<file path="src/rtl/fp_pkg.sv">
// rtl/fp_pkg.sv - shared binary32 constants and pipeline payload types for the adder return path
package fp_pkg;
  localparam int EXP_W   = 8;
  localparam int FRAC_W  = 23;
  localparam int MANT_W  = 28;
  localparam int BIAS    = 127;
  localparam int EXP_MAX = 255;

  localparam int CARRY  = 27;
  localparam int HIDDEN = 26;
  localparam int GUARD  = 2;
  localparam int ROUND  = 1;
  localparam int STICKY = 0;

  localparam logic [31:0] QNAN = 32'h7FC00000;
  localparam logic [31:0] PINF = 32'h7F800000;

  typedef struct packed {
    logic                   sign;
    logic [EXP_W-1:0]       exp;
    logic [MANT_W-1:0]      mantis;
    logic                   special_case;
    logic [EXP_W+FRAC_W:0]  special_result;
    logic                   loss;
  } s1_t;

  // exp carries one spare bit so a carry-normalised 255 is still visible as overflow
  typedef struct packed {
    logic                   sign;
    logic [EXP_W:0]         exp;
    logic [MANT_W-2:0]      mant;
    logic                   zero;
    logic                   special_case;
    logic [EXP_W+FRAC_W:0]  special_result;
    logic                   loss;
  } s2_t;
endpackage

</file>
<file path="src/rtl/postadder_if.sv">
// rtl/postadder_if.sv - input/output handshake bundle between mantissa adder, postadder and adder port
interface postadder_if;
  import fp_pkg::*;

  logic                  in_valid;
  logic                  in_ready;
  logic                  sign;
  logic [EXP_W-1:0]      exp;
  logic [MANT_W-1:0]     mantis;
  logic                  special_case;
  logic [EXP_W+FRAC_W:0] special_result;
  logic                  loss;
  logic                  out_valid;
  logic                  out_ready;
  logic [EXP_W+FRAC_W:0] result;
  logic                  overflow;
  logic                  inexact;

  modport master (
    output in_valid, sign, exp, mantis, special_case, special_result, loss, out_ready,
    input  in_ready, out_valid, result, overflow, inexact
  );

  modport slave (
    input  in_valid, sign, exp, mantis, special_case, special_result, loss, out_ready,
    output in_ready, out_valid, result, overflow, inexact
  );
endinterface

</file>
<file path="src/rtl/postadder_lzc28.sv">
// rtl/postadder_lzc28.sv - combinational leading-zero count of mantis[26:0], 27 when all clear
module lzc28
  import fp_pkg::*;
(
  input  logic [HIDDEN:0] m,
  output logic [4:0]      cnt
);
  // highest set bit wins because later iterations overwrite earlier ones
  always_comb begin
    cnt = 5'd27;
    for (int i = 0; i <= HIDDEN; i++) begin
      if (m[i]) cnt = 5'(HIDDEN - i);
    end
  end
endmodule

</file>
<file path="src/rtl/postadder.sv">
// rtl/postadder.sv - 3-stage normalise/round/pack for binary32 add; POSTADDER_RNE_EN selects RNE vs truncation
module postadder
  import fp_pkg::*;
(
  input  logic       clk,
  input  logic       rst,
  postadder_if.slave bus
);
`ifdef POSTADDER_RNE_EN
  localparam bit RNE_ON = 1'b1;
`else
  localparam bit RNE_ON = 1'b0;
`endif

  logic v1, v2, v3;
  s1_t  s1;
  s2_t  s2, s2_n;
  logic [EXP_W+FRAC_W:0] result_q, res_n;
  logic ovf_q, inx_q, ovf_n, inx_n;
  logic advance;

  assign advance       = !v3 || bus.out_ready;
  assign bus.in_ready  = advance;
  assign bus.out_valid = v3;
  assign bus.result    = result_q;
  assign bus.overflow  = ovf_q;
  assign bus.inexact   = inx_q;

  logic [4:0]       lzc;
  logic [EXP_W-1:0] limit, shamt;
  logic [HIDDEN:0]  shifted;

  lzc28 u_lzc (
    .m   (s1.mantis[HIDDEN:0]),
    .cnt (lzc)
  );

  // left shift never drives the exponent below 1; whatever is still unnormalised is subnormal
  always_comb begin
    s2_n                = '0;
    shifted             = '0;
    s2_n.sign           = s1.sign;
    s2_n.special_case   = s1.special_case;
    s2_n.special_result = s1.special_result;
    s2_n.loss           = s1.loss;
    limit = (s1.exp == '0) ? '0 : s1.exp - 8'd1;
    shamt = ({3'b000, lzc} > limit) ? limit : {3'b000, lzc};
    if (s1.mantis == '0) begin
      s2_n.zero = 1'b1;
    end else if (s1.mantis[CARRY]) begin
      s2_n.mant = {s1.mantis[CARRY:2], s1.mantis[1] | s1.mantis[0]};
      s2_n.exp  = {1'b0, s1.exp} + 9'd1;
    end else begin
      shifted   = s1.mantis[HIDDEN:0] << shamt;
      s2_n.mant = shifted;
      s2_n.exp  = shifted[HIDDEN] ? {1'b0, s1.exp - shamt} : 9'd0;
    end
  end

  logic            lsb, g, rs, inc;
  logic [24:0]     sum;
  logic [EXP_W:0]  exp_f;

  always_comb begin
    lsb   = s2.mant[3];
    g     = s2.mant[GUARD];
    rs    = s2.mant[ROUND] | s2.mant[STICKY];
    inc   = g & (rs | lsb) & RNE_ON;
    sum   = {1'b0, s2.mant[HIDDEN:3]} + {24'd0, inc};
    // a subnormal that rounds into the hidden bit becomes the smallest normal
    exp_f = s2.exp + {8'd0, sum[24]} + {8'd0, (s2.exp == 9'd0) & sum[23]};
    res_n = {s2.sign, exp_f[EXP_W-1:0], sum[FRAC_W-1:0]};
    ovf_n = 1'b0;
    inx_n = g | rs | s2.loss;
    if (s2.special_case) begin
      res_n = s2.special_result;
      inx_n = 1'b0;
    end else if (s2.zero) begin
      res_n = '0;
      inx_n = s2.loss;
    end else if (exp_f >= 9'(EXP_MAX)) begin
      res_n = {s2.sign, PINF[30:0]};
      ovf_n = 1'b1;
      inx_n = 1'b1;
    end
  end

  always_ff @(posedge clk) begin
    if (rst) begin
      v1       <= 1'b0;
      v2       <= 1'b0;
      v3       <= 1'b0;
      s1       <= '0;
      s2       <= '0;
      result_q <= '0;
      ovf_q    <= 1'b0;
      inx_q    <= 1'b0;
    end else if (advance) begin
      v1 <= bus.in_valid;
      v2 <= v1;
      v3 <= v2;
      if (bus.in_valid) begin
        s1 <= '{sign: bus.sign, exp: bus.exp, mantis: bus.mantis,
                special_case: bus.special_case, special_result: bus.special_result,
                loss: bus.loss};
      end
      if (v1) s2 <= s2_n;
      if (v2) begin
        result_q <= res_n;
        ovf_q    <= ovf_n;
        inx_q    <= inx_n;
      end
    end
  end
endmodule

</file>
<file path="src/flat_wrapper.sv">
// flat-port wrapper written by rule: the top's interface ports become plain ports
module postadder_flat import fp_pkg::*;
  (clk, rst, bus_in_valid, bus_sign, bus_exp, bus_mantis, bus_special_case, bus_special_result, bus_loss, bus_out_ready, bus_in_ready, bus_out_valid, bus_result, bus_overflow, bus_inexact);
  postadder_if bus_i ();
  input  logic clk;
  input  logic rst;
  input wire logic [$bits(bus_i.in_valid)-1:0] bus_in_valid;
  input wire logic [$bits(bus_i.sign)-1:0] bus_sign;
  input wire logic [$bits(bus_i.exp)-1:0] bus_exp;
  input wire logic [$bits(bus_i.mantis)-1:0] bus_mantis;
  input wire logic [$bits(bus_i.special_case)-1:0] bus_special_case;
  input wire logic [$bits(bus_i.special_result)-1:0] bus_special_result;
  input wire logic [$bits(bus_i.loss)-1:0] bus_loss;
  input wire logic [$bits(bus_i.out_ready)-1:0] bus_out_ready;
  output wire logic [$bits(bus_i.in_ready)-1:0] bus_in_ready;
  output wire logic [$bits(bus_i.out_valid)-1:0] bus_out_valid;
  output wire logic [$bits(bus_i.result)-1:0] bus_result;
  output wire logic [$bits(bus_i.overflow)-1:0] bus_overflow;
  output wire logic [$bits(bus_i.inexact)-1:0] bus_inexact;
  assign bus_i.in_valid = bus_in_valid;
  assign bus_i.sign = bus_sign;
  assign bus_i.exp = bus_exp;
  assign bus_i.mantis = bus_mantis;
  assign bus_i.special_case = bus_special_case;
  assign bus_i.special_result = bus_special_result;
  assign bus_i.loss = bus_loss;
  assign bus_i.out_ready = bus_out_ready;
  assign bus_in_ready = bus_i.in_ready;
  assign bus_out_valid = bus_i.out_valid;
  assign bus_result = bus_i.result;
  assign bus_overflow = bus_i.overflow;
  assign bus_inexact = bus_i.inexact;
  postadder u_core (.clk(clk), .rst(rst), .bus(bus_i));
endmodule
</file>
<file path="config.mk">
export PLATFORM = sky130hd
export DESIGN_NAME = postadder_flat
export DESIGN_NICKNAME = d
export VERILOG_FILES = /design/src/rtl/fp_pkg.sv /design/src/rtl/postadder_if.sv /design/src/rtl/postadder_lzc28.sv /design/src/rtl/postadder.sv /design/src/flat_wrapper.sv
export SDC_FILE = /design/constraint.sdc
export NUM_CORES = 1
export LEC_CHECK = 0
export BUFFER_PORTS_ARGS = -buffer_cell sky130_fd_sc_hd__buf_2
export CAP_MARGIN = 10
export CORE_AREA = 2 2 127 129
export DETAILED_ROUTE_END_ITERATION = 8
export DIE_AREA = 0 0 129 131
export PLACE_DENSITY = 0.86
export SYNTH_ARGS = -nofsm -noshare
export SYNTH_HDL_FRONTEND = slang
export SYNTH_SLANG_ARGS = --single-unit
</file>
<file path="constraint.sdc">
create_clock -name clk -period 12.6 [get_ports clk]
set_clock_uncertainty 0.2 [all_clocks]
set_input_delay 0 -clock clk [delete_from_list [all_inputs] [get_ports clk]]
set_output_delay 0 -clock clk [all_outputs]
set_load 0.005 [all_outputs]
</file>
# Word level (Yosys, flattened, before mapping)

Cells that the tools add are included.

Word-level logic and storage cells: 81
Input bits: 75
Bits in registers: 180
Bits in writable memories: 0
Output and inout bits: 36
ROM bits: 0
Memories: 0
Latch bits: 0

Bitwise logic cells: 5
Magnitude comparators: 2
Reduce and logical (&&, ||, !) cells: 8
$add $sub $neg: 4
Shift operators: 1
Multipliers: 0
Muxes and demuxes: 42
Equality and inequality tests: 0
Div/mod/pow operators: 0

Operators by type and width:

| cell                                                                   | number |
|---|---|
| 5-bit 2-to-1 mux                                                       | 26 |
| 36-bit 2-to-1 mux                                                      | 2 |
| 32-bit 2-to-1 mux                                                      | 2 |
| 31-bit 2-to-1 mux                                                      | 1 |
| 28-bit logical NOT                                                     | 1 |
| 27-bit by 8-bit << shifter with 27-bit output                          | 1 |
| 8-bit 2-to-1 mux                                                       | 3 |
| 8-bit by 1-bit adder with 9-bit output (second input constant)         | 1 |
| 9-bit by 1-bit adder with 9-bit output                                 | 1 |
| 9-bit by 8-bit >= comparator with 1-bit output (second input constant) | 1 |
| 9-bit logical NOT                                                      | 1 |
| 5-bit by 8-bit greater-than comparator with 1-bit output               | 1 |
| 8-bit logical NOT                                                      | 1 |
| 1-bit 2-to-1 mux                                                       | 8 |
| 8-bit by 1-bit subtractor with 8-bit output (second input constant)    | 1 |
| 8-bit subtractor                                                       | 1 |
| 2-bit AND reduction                                                    | 3 |
| 1-bit bitwise OR                                                       | 4 |
| 1-bit bitwise AND                                                      | 1 |
| 1-bit logical NOT                                                      | 1 |
| 1-bit logical OR                                                       | 1 |

# Depth between registers and ports, before layout

Depth after elaboration: 33
Mapped depth: 26
Gate-level depth less buffers: 23

# Hierarchy

Synthesis repeated with hierarchy kept, for this count alone.

Cells, all modules: 1285
Area total of the unflattened synthesis: 9899.5 um^2

By module, submodules not included:

| module    | seq. area each (um^2) | area each (um^2) | cells an instance | times used |
|---|---|---|---|---|
| postadder | 3603.5                | 9621.7           | 1234              | 1 |
| lzc28     | 0.0                   | 277.8            | 51                | 1 |

# Worst setup path after synthesis

No wires, ideal clock.

Path type: flip-flop to flip-flop
Start: reg u_core.s1[62] (netlist bit)
End: reg u_core.s2[69] (netlist bit)
Path buffers: 3
Setup slack: 6.689 ns
Data required time: 12.316 ns
Cell stages (with the launch flop): 27
Data arrival time: 5.627 ns
Clock period less this slack: 5.911 ns
Setup time: 0.084 ns
Path through: dfxtp_1 -> buf_2 -> inv_1 -> ha_1 -> nor4b_1 -> nand2_1 -> and2_1 -> inv_1 -> ha_1 -> nand4_1 -> mux2i_1 -> a21oi_1 -> nand2_2 -> mux2_4 -> inv_2 -> buf_2 -> buf_1 -> ha_1 -> inv_1 -> nor2_1 -> nand4_1 -> a32o_1 -> a22o_1 -> maj3_2 -> a2111oi_4 -> nor4_1 -> o31ai_2

Cells in the longest elaborated chain, start to end: 8
Elaborated cells on any way between the ends: 11
Those cells by class: 3 x add/sub; 1 x order compare; 1 x shift; 5 x mux; 1 x reduce/logical

RTL lines:

| item                                                                              | line                             | text |
|---|---|---|
| start: declaration                                                                | postadder.sv:16                  | `s1_t s1;` |
| start signal: assignment                                                          | postadder.sv:103                 | `s1 <= '{sign: bus.sign, exp: bus.exp, mantis: bus.mantis,` |
| 8-bit by 1-bit subtractor with 8-bit output or 8-bit logical NOT (tied branches)  | postadder.sv:46                  | `limit = (s1.exp == '0) ? '0 : s1.exp - 8'd1;` |
| 8-bit 2-to-1 mux                                                                  | postadder.sv:46                  |  |
| 5-bit by 8-bit greater-than comparator with 1-bit output                          | postadder.sv:47                  | `shamt = ({3'b000, lzc} > limit) ? limit : {3'b000, lzc};` |
| 8-bit 2-to-1 mux                                                                  | postadder.sv:47                  |  |
| 8-bit subtractor or 27-bit by 8-bit << shifter with 27-bit output (tied branches) | postadder.sv:56, postadder.sv:54 |  |
| 8-bit 2-to-1 mux                                                                  | postadder.sv:56                  | `s2_n.exp = shifted[HIDDEN] ? {1'b0, s1.exp - shamt} : 9'd0;` |
| 36-bit 2-to-1 mux (*)                                                             | postadder.sv:50                  | `end else if (s1.mantis[CARRY]) begin` |
| 36-bit 2-to-1 mux (*)                                                             | postadder.sv:48                  | `if (s1.mantis == '0) begin` |
| end signal: assignment                                                            | postadder.sv:107                 | `if (v1) s2 <= s2_n;` |
| end: declaration                                                                  | postadder.sv:17                  | `s2_t s2, s2_n;` |

Every way passes the cells marked *; elsewhere a longest branch is shown, timed or not.
A chain may end at the register's enable or synchronous reset.

# Final worst setup path

Ends and elaborated chain as after synthesis.

==> run metrics <==
CTS Root Cell=clkbuf_16; first-pass GRT wire length=50,200 um; GR Layer Usage met2=61.8%; RSZ-0062 raised after global routing=no; post-DR wirelength/cell=19.6 um; Filler cells=1,147; Overall Power=0.00176 W; # setup viols final=0; P_leak=4.63 nW; final slew viol count=0; DIE AREA=16,900 sq um; core area=15,600 sq um; Post-CTS Hold Fix Bufs=88; Layout area overhead=20.5%; Data required, critical path=12.76 ns; Die X=129 um; crit path time final=6.71 ns; worst vdd ir=0.000108 V; M3 GR Usage=7.29%; Hold Path Depth=5; initial antenna violation count=1; setup bufs post-CTS=0; Post-synth EDFFs=0; DRC=0; Power per Cell Area=149 nW/um^2; Post-synth top flop=dfxtp_1; DR pass1 iterations=6; reg2reg path depth=23; Post-Synthesis Cells=1,298; min-delay src=bus_in_valid; CTS clk-pin slew, worst paths=0.08 ns; Setup TNS=0 ns; die height=131 um; CTS Buffer Depth=2; GR Util met1=48.6%; CP bufs+invs=4; crit path max-delay cell type=a21oi_1; CP peak stage delay=0.63 ns; CP max FO=31; io pins=111; RR Endpoint=u_core.s2[69]; sequential area share after synthesis=36.8%; outcome=completed; Rel. slew slack=21.7%; Inserted Diodes=0; CP Data Arrival Time=6.87 ns; critical path depth in cells=23; syn avg cell area=7.55 sq um; largest net degree at the start of global routing=118; # rows=46; most used routing layer=met2; CTS Buf Count=17; Post-synth ARST share=0%; total gr overflow=0; Via density=6.42; count of cell types in the netlist=87; drt initial violations=1,275; hold endpoint=u_core.s1[27]; R2R setup slack=5.89 ns; post-CTS sizing=0; synth warn=0; Final nets=1,511; total wire length=32,400 um; max-cap violation count=0; worst-skew pair later-pin latency=0.43 ns; vias in the first global route=9,595; Worst Setup End Kind=flip-flop; Final Hold Vio Count=0; CTS Sinks=180; startpoint types=flip-flop; DPL Wire Length=20,600 um; Slew @ Worst Pin=1.17 ns; Post-Syn Area=9800 sq um; CTS tree=done; Post-DRT Antenna Nets=0; Initial Utilization=62.8%; share of cells above drive strength 1=13.9%; PortBufs=110; Max Clk Rate=149 MHz; GPL Wtd Cong=1.00; RR Startpoint=u_core.s1[62]; GRT Util Overall=37.6%; post-synthesis register bit count=180; period utilisation layout=53.3%; htree depth=4; CP top delay family=compound AO/OA/AOI/OAI gates; CP Class=reg2reg; CP Cell Sequence=inv_1 > ha_1 > nor4b_1 > nand2_1 > and2_1 > inv_1 > ha_1 > nand4_1 > mux2i_1 > a21oi_1 > nand2_2 > mux2_4 > inv_2 > ha_1 > inv_1 > nor2_1 > nand4_1 > a32o_1 > a22o_1 > maj3_2 > a2111oi_4 > nor4_1 > o31ai_2; via count=10,600; HP Class=in2reg
==> where the power goes <==
part / switching, W / internal, W / total (W) / leakage (nW)
logic: 0.000355 / 0.000215 / 0.000569 / 2.86
clock network: 0.000256 / 0.000291 / 0.000547 / 0.302
registers: 0.0000396 / 0.000601 / 0.000641 / 1.47
==> registers in the layout, indices dropped and copies added (netlist names) <==
| signal | cells |
|---|---|
| u_core.s1 | 71 |
| u_core.s2 | 70 |
| u_core.bus.result | 32 |
| u_core.bus.inexact | 1 |
| u_core.bus.out_valid | 1 |
| u_core.bus.overflow | 1 |
| u_core.g | 1 |
| u_core.lsb | 1 |
| u_core.v1 | 1 |
| u_core.v2 | 1 |
==> worst max-delay path by stage <==
| stage | startpoint | end | slack [ns] |
|---|---|---|---|
| 6_report | u_core.s1[62] | u_core.s2[69] | 5.89 |
| 5_1_grt | u_core.s1[62] | u_core.s2[69] | 5.41 |
| 4_1_cts | u_core.s1[62] | u_core.s2[69] | 6.01 |
| 3_5_place_dp | u_core.s1[62] | u_core.s2[69] | 6.06 |
| 3_3_place_gp | u_core.s1[62] | u_core.s2[69] | 6.10 |
| 2_1_floorplan | u_core.s1[62] | u_core.s2[69] | 6.69 |
==> logic make-up after synthesis <==
| group | count (synthesis) | share of synthesized area (%) |
|---|---|---|
| and+or+nand+nor | 502 | 22.7 |
| AOI/OAI and AO/OA | 408 | 27.6 |
| DFF | 180 | 36.8 |
| buffers and inverters | 139 | 5.63 |
| muxes | 31 | 3.40 |
| xor gates and xnor gates | 21 | 1.88 |
| adders and majority gates | 16 | 2.03 |
| other | 1 | 0.0383 |
==> routing by layer <==
| metal | part of all wire (%) | up-vias |
|---|---|---|
| met3 | 8.3 | 103 |
| met5 | 0 | - |
| li1 | - | 4923 |
| met1 | 41 | 4956 |
| met2 | 47 | 603 |
| met4 | 3.6 | 0 |
==> cell usage after synthesis (3+ instances only) <==
library cell | n | area, sq um
or3_1 | 4 | 25.0
nor3_1 | 49 | 245
a2111oi_0 | 4 | 35.0
a221oi_1 | 33 | 289
dfxtp_1 | 180 | 3600
a22o_1 | 6 | 52.6
o21bai_1 | 3 | 22.5
a21oi_1 | 167 | 836
xor2_1 | 7 | 61.3
nand2b_1 | 4 | 25.0
o311ai_0 | 5 | 43.8
and3_1 | 11 | 68.8
o21ai_0 | 54 | 270
o21a_1 | 5 | 37.5
clkinv_1 | 3 | 11.3
nand3_1 | 45 | 225
a211o_1 | 5 | 43.8
inv_1 | 25 | 93.8
a21boi_0 | 7 | 52.6
a31oi_1 | 9 | 56.3
o41ai_1 | 3 | 26.3
nor2_1 | 72 | 270
a211oi_1 | 12 | 90.1
nand4_1 | 5 | 31.3
mux2i_1 | 19 | 190
ha_1 | 15 | 188
a22oi_1 | 26 | 195
xnor2_1 | 14 | 123
o21ai_1 | 5 | 25.0
a21o_1 | 5 | 37.5
o211ai_1 | 11 | 82.6
clkbuf_1 | 89 | 334
nor2b_1 | 5 | 31.3
mux2_2 | 10 | 113
o31ai_1 | 7 | 52.6
nand2_1 | 265 | 995
o31a_1 | 3 | 26.3
nor4_1 | 16 | 100
buf_2 | 18 | 90.1
and2_1 | 7 | 43.8
==> per-stage QoR <==
stage	hold slack [ns]	cell area [sq um]	util [%]	std cells	setup slack [ns]
4_1_cts	0.0931	11800	75.7	1650	6.01
6_report	0.106	11800	75.7	1650	5.89
3_5_place_dp	0.0460	10300	66.1	1530	6.06
5_1_grt	0.148	11800	75.7	1650	5.41
3_3_place_gp	0.0393	10300	66.1	1530	6.10
2_1_floorplan	-0.0640	9800	-	1299	6.69
==> cell usage in the layout (no fill, tap or decap), drive strengths merged, types with 19 or more instances in the layout <==
cell type / n
a221oi: 33
inv: 34
nor2: 74
dlygate4sd3: 88
nand2: 267
a22oi: 27
buf: 125
nand3: 46
dfxtp: 180
o21ai: 61
nor3: 49
a21oi: 167
mux2i: 19
==> worst min-delay path, cell delays in order <==
cell	delay, ns
buf_2	0.09
nand2_2	0.04
buf_4	0.35
nand2_1	0.16
a21oi_1	0.05
==> final cells by class <==
class | instances | area (sq um) | share of cell area, %
sequential | 180 | 3600 | 30.5
timing repair buffer | 213 | 1550 | 13.1
inverter | 29 | 109 | 0.922
tap | 216 | 270 | 2.29
multi-input combinational | 980 | 5660 | 48.0
clock buffer | 18 | 439 | 3.72
clock inverter | 14 | 176 | 1.49
Power figures use the tool's default switching activity.
